--- src/rtl/seq_divider_8.sv ---
// Purpose: unsigned restoring divider, W-bit dividend/divisor, one quotient bit retired per clock.
// Latency: result valid W+1 cycles after input acceptance; issue interval W+2 cycles with out_ready high.
// Backpressure: in_ready only in IDLE; DONE holds quotient/remainder until out_ready is seen.
module seq_divider_8 #(
  parameter int W = 8
) (
  input  logic         clk,
  input  logic         rst,
  input  logic         in_valid,
  output logic         in_ready,
  input  logic [W-1:0] dividend,
  input  logic [W-1:0] divisor,
  output logic         out_valid,
  input  logic         out_ready,
  output logic [W-1:0] quotient,
  output logic [W-1:0] remainder,
  output logic         div_by_zero
);

  localparam int CW = $clog2(W) + 1;

  typedef enum logic [1:0] {
    IDLE = 2'd0,
    RUN  = 2'd1,
    DONE = 2'd2
  } state_t;

  state_t state;
  state_t state_nxt;

  // a_reg starts as the dividend and shifts left each iteration; the freed
  // LSBs collect quotient bits, so after W steps it holds the full quotient.
  logic [W-1:0]  a_reg;
  logic [W-1:0]  d_reg;
  // The partial remainder stays below the divisor (or below 2^W when the
  // divisor is zero), so only the trial subtraction needs the extra bit.
  logic [W-1:0]  r_reg;
  logic [CW-1:0] count;
  logic          dbz_int;

  logic [W:0]    shifted;
  logic [W:0]    trial;
  logic [W-1:0]  r_nxt;
  logic          q_bit;
  logic          accept;
  logic          last_iter;

  assign accept    = (state == IDLE) && in_valid;
  assign last_iter = (count == CW'(W - 1));

  // One restoring step: bring down the next dividend bit and try the subtraction.
  always_comb begin
    shifted = {r_reg, a_reg[W-1]};
    trial   = shifted - {1'b0, d_reg};
    q_bit   = ~trial[W];
    r_nxt   = q_bit ? trial[W-1:0] : shifted[W-1:0];
  end

  // State register.
  always_ff @(posedge clk or posedge rst) begin
    if (rst) begin
      state <= IDLE;
    end else begin
      state <= state_nxt;
    end
  end

  // Next-state logic; handshake outputs decode the state register only.
  always_comb begin
    state_nxt = state;
    in_ready  = 1'b0;
    out_valid = 1'b0;
    case (state)
      IDLE: begin
        in_ready = 1'b1;
        if (in_valid) begin
          state_nxt = RUN;
        end
      end
      RUN: begin
        if (last_iter) begin
          state_nxt = DONE;
        end
      end
      DONE: begin
        out_valid = 1'b1;
        if (out_ready) begin
          state_nxt = IDLE;
        end
      end
      default: begin
        state_nxt = IDLE;
      end
    endcase
  end

  // Iteration registers: load on acceptance, one quotient bit per RUN cycle.
  always_ff @(posedge clk or posedge rst) begin
    if (rst) begin
      a_reg   <= '0;
      d_reg   <= '0;
      r_reg   <= '0;
      count   <= '0;
      dbz_int <= 1'b0;
    end else if (accept) begin
      a_reg   <= dividend;
      d_reg   <= divisor;
      r_reg   <= '0;
      count   <= '0;
      dbz_int <= (divisor == '0);
    end else if (state == RUN) begin
      a_reg <= {a_reg[W-2:0], q_bit};
      r_reg <= r_nxt;
      count <= count + 1'b1;
    end
  end

  // Result registers: written only on the final iteration, held otherwise.
  always_ff @(posedge clk or posedge rst) begin
    if (rst) begin
      quotient    <= '0;
      remainder   <= '0;
      div_by_zero <= 1'b0;
    end else if ((state == RUN) && last_iter) begin
      quotient    <= {a_reg[W-2:0], q_bit};
      remainder   <= r_nxt;
      div_by_zero <= dbz_int;
    end
  end

endmodule
--- config.mk ---
export PLATFORM = sky130hd
export DESIGN_NAME = seq_divider_8
export DESIGN_NICKNAME = d
export VERILOG_FILES = /design/src/rtl/seq_divider_8.sv
export SDC_FILE = /design/constraint.sdc
export NUM_CORES = 1
export LEC_CHECK = 0
export BUFFER_PORTS_ARGS = -buffer_cell sky130_fd_sc_hd__buf_2
export CORE_AREA = 2 2 69 71
export DETAILED_ROUTE_END_ITERATION = 12
export DIE_AREA = 0 0 71 73
export PLACE_DENSITY = 0.78
export SLEW_MARGIN = 20
export SYNTH_ARGS = -nofsm -noshare
export SYNTH_HDL_FRONTEND = slang
export SYNTH_SLANG_ARGS = --single-unit
--- constraint.sdc ---
create_clock -name clk -period 3.1 [get_ports clk]
set_input_delay 0.62 -clock clk [delete_from_list [all_inputs] [get_ports clk]]
set_output_delay 0.62 -clock clk [all_outputs]
set_load 0.05 [all_outputs]
Word-level counts from Yosys, hierarchy flattened
Index checks and enable logic that the tools add are counted.
{ "totals": {"reg_bits": 48, "input_bits": 20} }
{ "op_classes": {"n_addsub": 2, "eq_ne": 6, "mux": 13, "bitwise": 1, "n_reduce_logical": 6} }
{ "ops": {"columns": ["operator", "n"], "rows": [
  ["8-bit two-way mux", 5],
  ["9-bit by 8-bit subtractor with 9-bit output", 1],
  ["8-bit zero test", 1],
  ["4-bit two-way mux", 2],
  ["2-bit two-way mux", 3],
  ["2-bit inequality test, second input constant", 3],
  ["2-bit one-hot mux with 3 select lines", 1],
  ["4-bit by 1-bit adder with 4-bit output, second input constant", 1],
  ["4-bit by 3-bit equality test with 1-bit output, second input constant", 1],
  ["3-bit AND reduction", 1],
  ["2-bit by 1-bit equality test with 1-bit output, second input constant", 1],
  ["2-bit equality test, second input constant", 1],
  ["1-bit logical AND", 2],
  ["2-bit zero test", 1],
  ["1-bit two-way mux", 2],
  ["2-bit nonzero test", 1],
  ["1-bit inverter", 1]
]} }

Depth between registers and ports, before layout
{ "depth": {"word_depth": 4, "ltp_mapped": 10, "mapped_depth_nobuf": 9} }

Worst setup path after synthesis
Ideal clock, no wire load.
{ "synth_path": {"path_type": "register to register", "start": "register a_reg[7]", "end": "register remainder[1]", "t_arrival_ps": 2248, "t_required_ps": 2968, "setup_slack_ps": 721, "stages_incl_launch_ff": 11, "n_path_buf": 1, "period_less_slack_ps": 2379, "cell_sequence": "dfrtp_1 > inv_1 > ha_1 > inv_1 > fa_1 > a211oi_4 > o211ai_2 > a221oi_4 > buf_6 > mux2i_1 > o21ai_1"} }
{ "synth_between": {"elab_chain_len": 2} }
{ "synth_lines": {"columns": ["item", "line_no", "text"], "rows": [
  ["from (decl)", "33", "logic [W-1:0] a_reg;"],
  ["from (signal assigned)", "106", "a_reg <= dividend;"],
  ["from (signal assigned)", "112", "a_reg <= {a_reg[W-2:0], q_bit};"],
  ["9-bit by 8-bit subtractor with 9-bit output", "54", "trial = shifted - {1'b0, d_reg};"],
  ["8-bit two-way mux", "56", "r_nxt = q_bit ? trial[W-1:0] : shifted[W-1:0];"],
  ["to (signal assigned)", "126", "remainder <= r_nxt;"],
  ["to (decl)", "16", "output logic [W-1:0] remainder,"]
]} }
Every way passes these cells.
A chain may end at the register's enable or synchronous reset.

Worst setup path after layout
{ "layout_path": {"start": "register a_reg[7]", "end": "register remainder[4]"} }
Same word-level chain as after synthesis.

==> impl_metrics.py <==
metrics = {
    "critical_path": {
        "cp_cell_sequence": "inv_1 -> ha_1 -> inv_1 -> fa_1 -> a211oi_4 -> o211ai_2 -> a221oi_4 -> buf_4 -> mux2i_1 -> o21ai_1",
        "rr_worst_depth": 10,
        "cp_max_fo": 8,
        "end_kind": "flip-flop",
        "slowest_stage": "fa_1",
        "critPathRequiredTime_ns": 3.27,
        "r2r_setup_slack_ns": 0.38,
        "critPathLaunchType": "flip-flop",
        "cpMostUsedCell": "inv_1",
        "r2r_start": "a_reg[7]$_DFFE_PP0P_",
        "crit_end": "remainder[4]$_DFFE_PP0P_",
        "path_depth": 10,
        "cpLargestDelayFamily": "compound AO/OA/AOI/OAI gates",
        "crit_buf_inv": 3,
        "worstPathArrival_ns": 2.89,
        "r2r_end": "remainder[4]$_DFFE_PP0P_",
        "worst-setup-path-type": "flip-flop to flip-flop",
        "max_stage_delay_ns": 0.44,
        "startpoint": "a_reg[7]$_DFFE_PP0P_",
    },
    "timing": {
        "setup_viol": 0,
        "rsz0062_at_grt": "false",
        "layout_min_cycle_time_ns": 2.72,
        "slew_violations": 0,
        "setup_tns_ns": 0,
        "finalCritPeriodShare": 0.878,
        "tightest_slew_ns": 0.961,
        "slew_headroom": 0.358,
        "hold_violations": 0,
        "skew_ns": 0.0122,
        "max_freq_ghz": 0.367,
    },
    "cts": {
        "clock_latency_ns": 0.31,
        "clk_pin_slew_ns": 0.09,
        "clock_path_buffers": 2,
        "root_buffer": "clkbuf_8",
        "cts_tree": "done",
        "htreeDepth": 2,
        "cts-resized-gates": 0,
        "cts_buffers": 5,
        "cts_setup_buffers": 0,
        "hold_buffers": 0,
        "cts_num_sinks": 48,
    },
    "placement": {
        "placed_area_mm2": 0.00264,
        "gp_congestion": 0.875,
        "io_buffer_count": 38,
        "hpwl_um": 3800,
        "dp_cells": 343,
    },
    "synth": {
        "synthesis.nets": 290,
        "synth_top_cell_area_share": 0.499,
        "synthTopCellsByArea": "dfrtp_1 50%, nand2_1 11%, ha_1 4.7%",
        "synth_seq_cells": 48,
        "synth_edf_count": 0,
        "synth_most_common_cell": "nand2_1",
        "ys_warn_count": 0,
        "yosysTopAreaCell": "dfrtp_1",
        "syn_area_per_cell_um2": 9.26,
        "synth_flop_cell": "dfrtp_1",
        "synth.distinct_cells": 40,
        "syn-instance-count": 260,
        "ys_async_sr_fraction": 1.00,
        "ys_seq_area_frac": 0.499,
        "synth_top_cells_by_count": "70 x nand2_1, 48 x dfrtp_1, 21 x o21ai_0, 12 x inv_1",
        "netlist_area_mm2": 0.00241,
    },
    "global_route": {
        "grt_max_degree": 49,
        "grt.total_usage": 0.214,
        "grt_pass1_wl_um": 8530,
        "grt_overflow": 0,
        "grt_pass1_vias": 1887,
        "grt_antenna_before_repair": 0,
    },
    "route": {
        "vias": 1932,
        "routed_wl_um": 5070,
        "route.detailed.drc": 0,
        "ant_nets": 0,
        "wl_per_cell_um": 14.4,
        "dr.pass1.iters": 5,
        "route.detailed.vias_per_inst": 5.50,
        "drtIter0Drc": 75,
    },
    "cells_and_area": {
        "synthToLayoutAreaGrowth_pct": 15.2,
        "antenna_cells": 0,
        "final_util": 0.611,
        "fin_area_mm2": 0.00277,
        "multi_input_comb_area_mm2": 0.00111,
        "drive_gt1_frac": 0.189,
        "nNetsFinal": 326,
        "finalNonFillerCells": 351,
        "register_area_mm2": 0.00120,
        "fillCellCount": 397,
    },
    "run_status": {
        "status": "completed",
    },
    "floorplanning": {
        "die_h_um": 73,
        "start_util": 0.531,
        "ios": 39,
        "coreArea_mm2": 0.00454,
        "dieWidth_um": 71,
        "dieArea_mm2": 0.00518,
        "num_rows": 25,
    },
    "flow_run": {
        "drv_cap": 0,
    },
    "hold_path": {
        "hold_path_class": "flip-flop to flip-flop",
    },
}
==> layout by cell type (no fill, tap or decap), types with 2 or more instances in the layout <==
cell       netlist  final
mux2i_1          6      6
nand3_1         11     11
nor2_1          10     10
buf_2            0     38
nand2b_1         3      3
nor4_1           2      2
a31oi_1          2      2
a211oi_1         2      2
xor2_1           4      4
ha_1             9      9
nor3_1           4      4
clkbuf_8         0      5
nand3b_1         2      2
nand2_1         70     70
inv_1           12     11
o211ai_1         3      3
a22oi_1          6      6
o21ai_1          8      8
bufinv_16        0      2
dfrtp_1         48     48
buf_4            0      3
o21ai_0         21     21
nor2b_1          2      2
a21oi_1          5      5
==> stage by stage <==
stage | worst slack, ns | hold slack [ns]
after floorplan | 0.721 | 0.439
after global placement | 0.509 | 0.455
after detailed placement | 0.369 | 0.456
after CTS | 0.357 | 0.480
after global routing | 0.123 | 0.511
final | 0.377 | 0.478
==> worst min-delay path by stage <==
stage	to	depth (start not counted)	slack (ns)	startpoint
floorplan	div_by_zero$_DFFE_PP0P_	2	0.44	dbz_int$_DFFE_PP0P_
global placement	quotient[6]$_DFFE_PP0P_	2	0.45	quotient[6]$_DFFE_PP0P_
detailed placement	quotient[4]$_DFFE_PP0P_	2	0.46	quotient[4]$_DFFE_PP0P_
CTS	quotient[7]$_DFFE_PP0P_	2	0.48	quotient[7]$_DFFE_PP0P_
global route	quotient[7]$_DFFE_PP0P_	2	0.51	quotient[7]$_DFFE_PP0P_
finish	quotient[7]$_DFFE_PP0P_	2	0.48	quotient[7]$_DFFE_PP0P_
==> worst reg2reg max path, cell delays in order, from the launching register on <==
cell      delay (ns)
dfrtp_1         0.37
inv_1           0.09
ha_1            0.16
inv_1           0.05
fa_1            0.44
a211oi_4        0.30
o211ai_2        0.15
a221oi_4        0.42
buf_4           0.25
mux2i_1         0.28
o21ai_1         0.08
==> final cells by class <==
type                       instances  area share
timing repair buffer              41      0.0767
sequential                        48       0.433
inverter                          12      0.0162
tap                               54      0.0244
multi-input combinational        188       0.400
clock buffer                       5      0.0248
clock inverter                     3      0.0248
==> per-layer routing <==
layer  part of all wire  vias to the layer above  GRT usage  wire length, um
li1                   -                      960          -                -
met1               0.43                      910      0.267             2170
met2               0.49                       50      0.347             2490
met3              0.054                       12     0.0608              272
met4              0.026                        0      0.101              133
met5                  0                        -          0                0
==> cell families after synthesis <==
| family | Yosys count | synth area share |
|---|---|---|
| flops | 48 | 0.499 |
| simple gates | 109 | 0.195 |
| fa+ha+maj | 10 | 0.0551 |
| xor+xnor | 4 | 0.0146 |
| mux | 7 | 0.0296 |
| compound gates | 58 | 0.166 |
| buf+inv | 24 | 0.0405 |
Power is left out: the tool's default activity adds up to more than one toggle a clock period on the data nets, which glitch-free logic cannot reach.
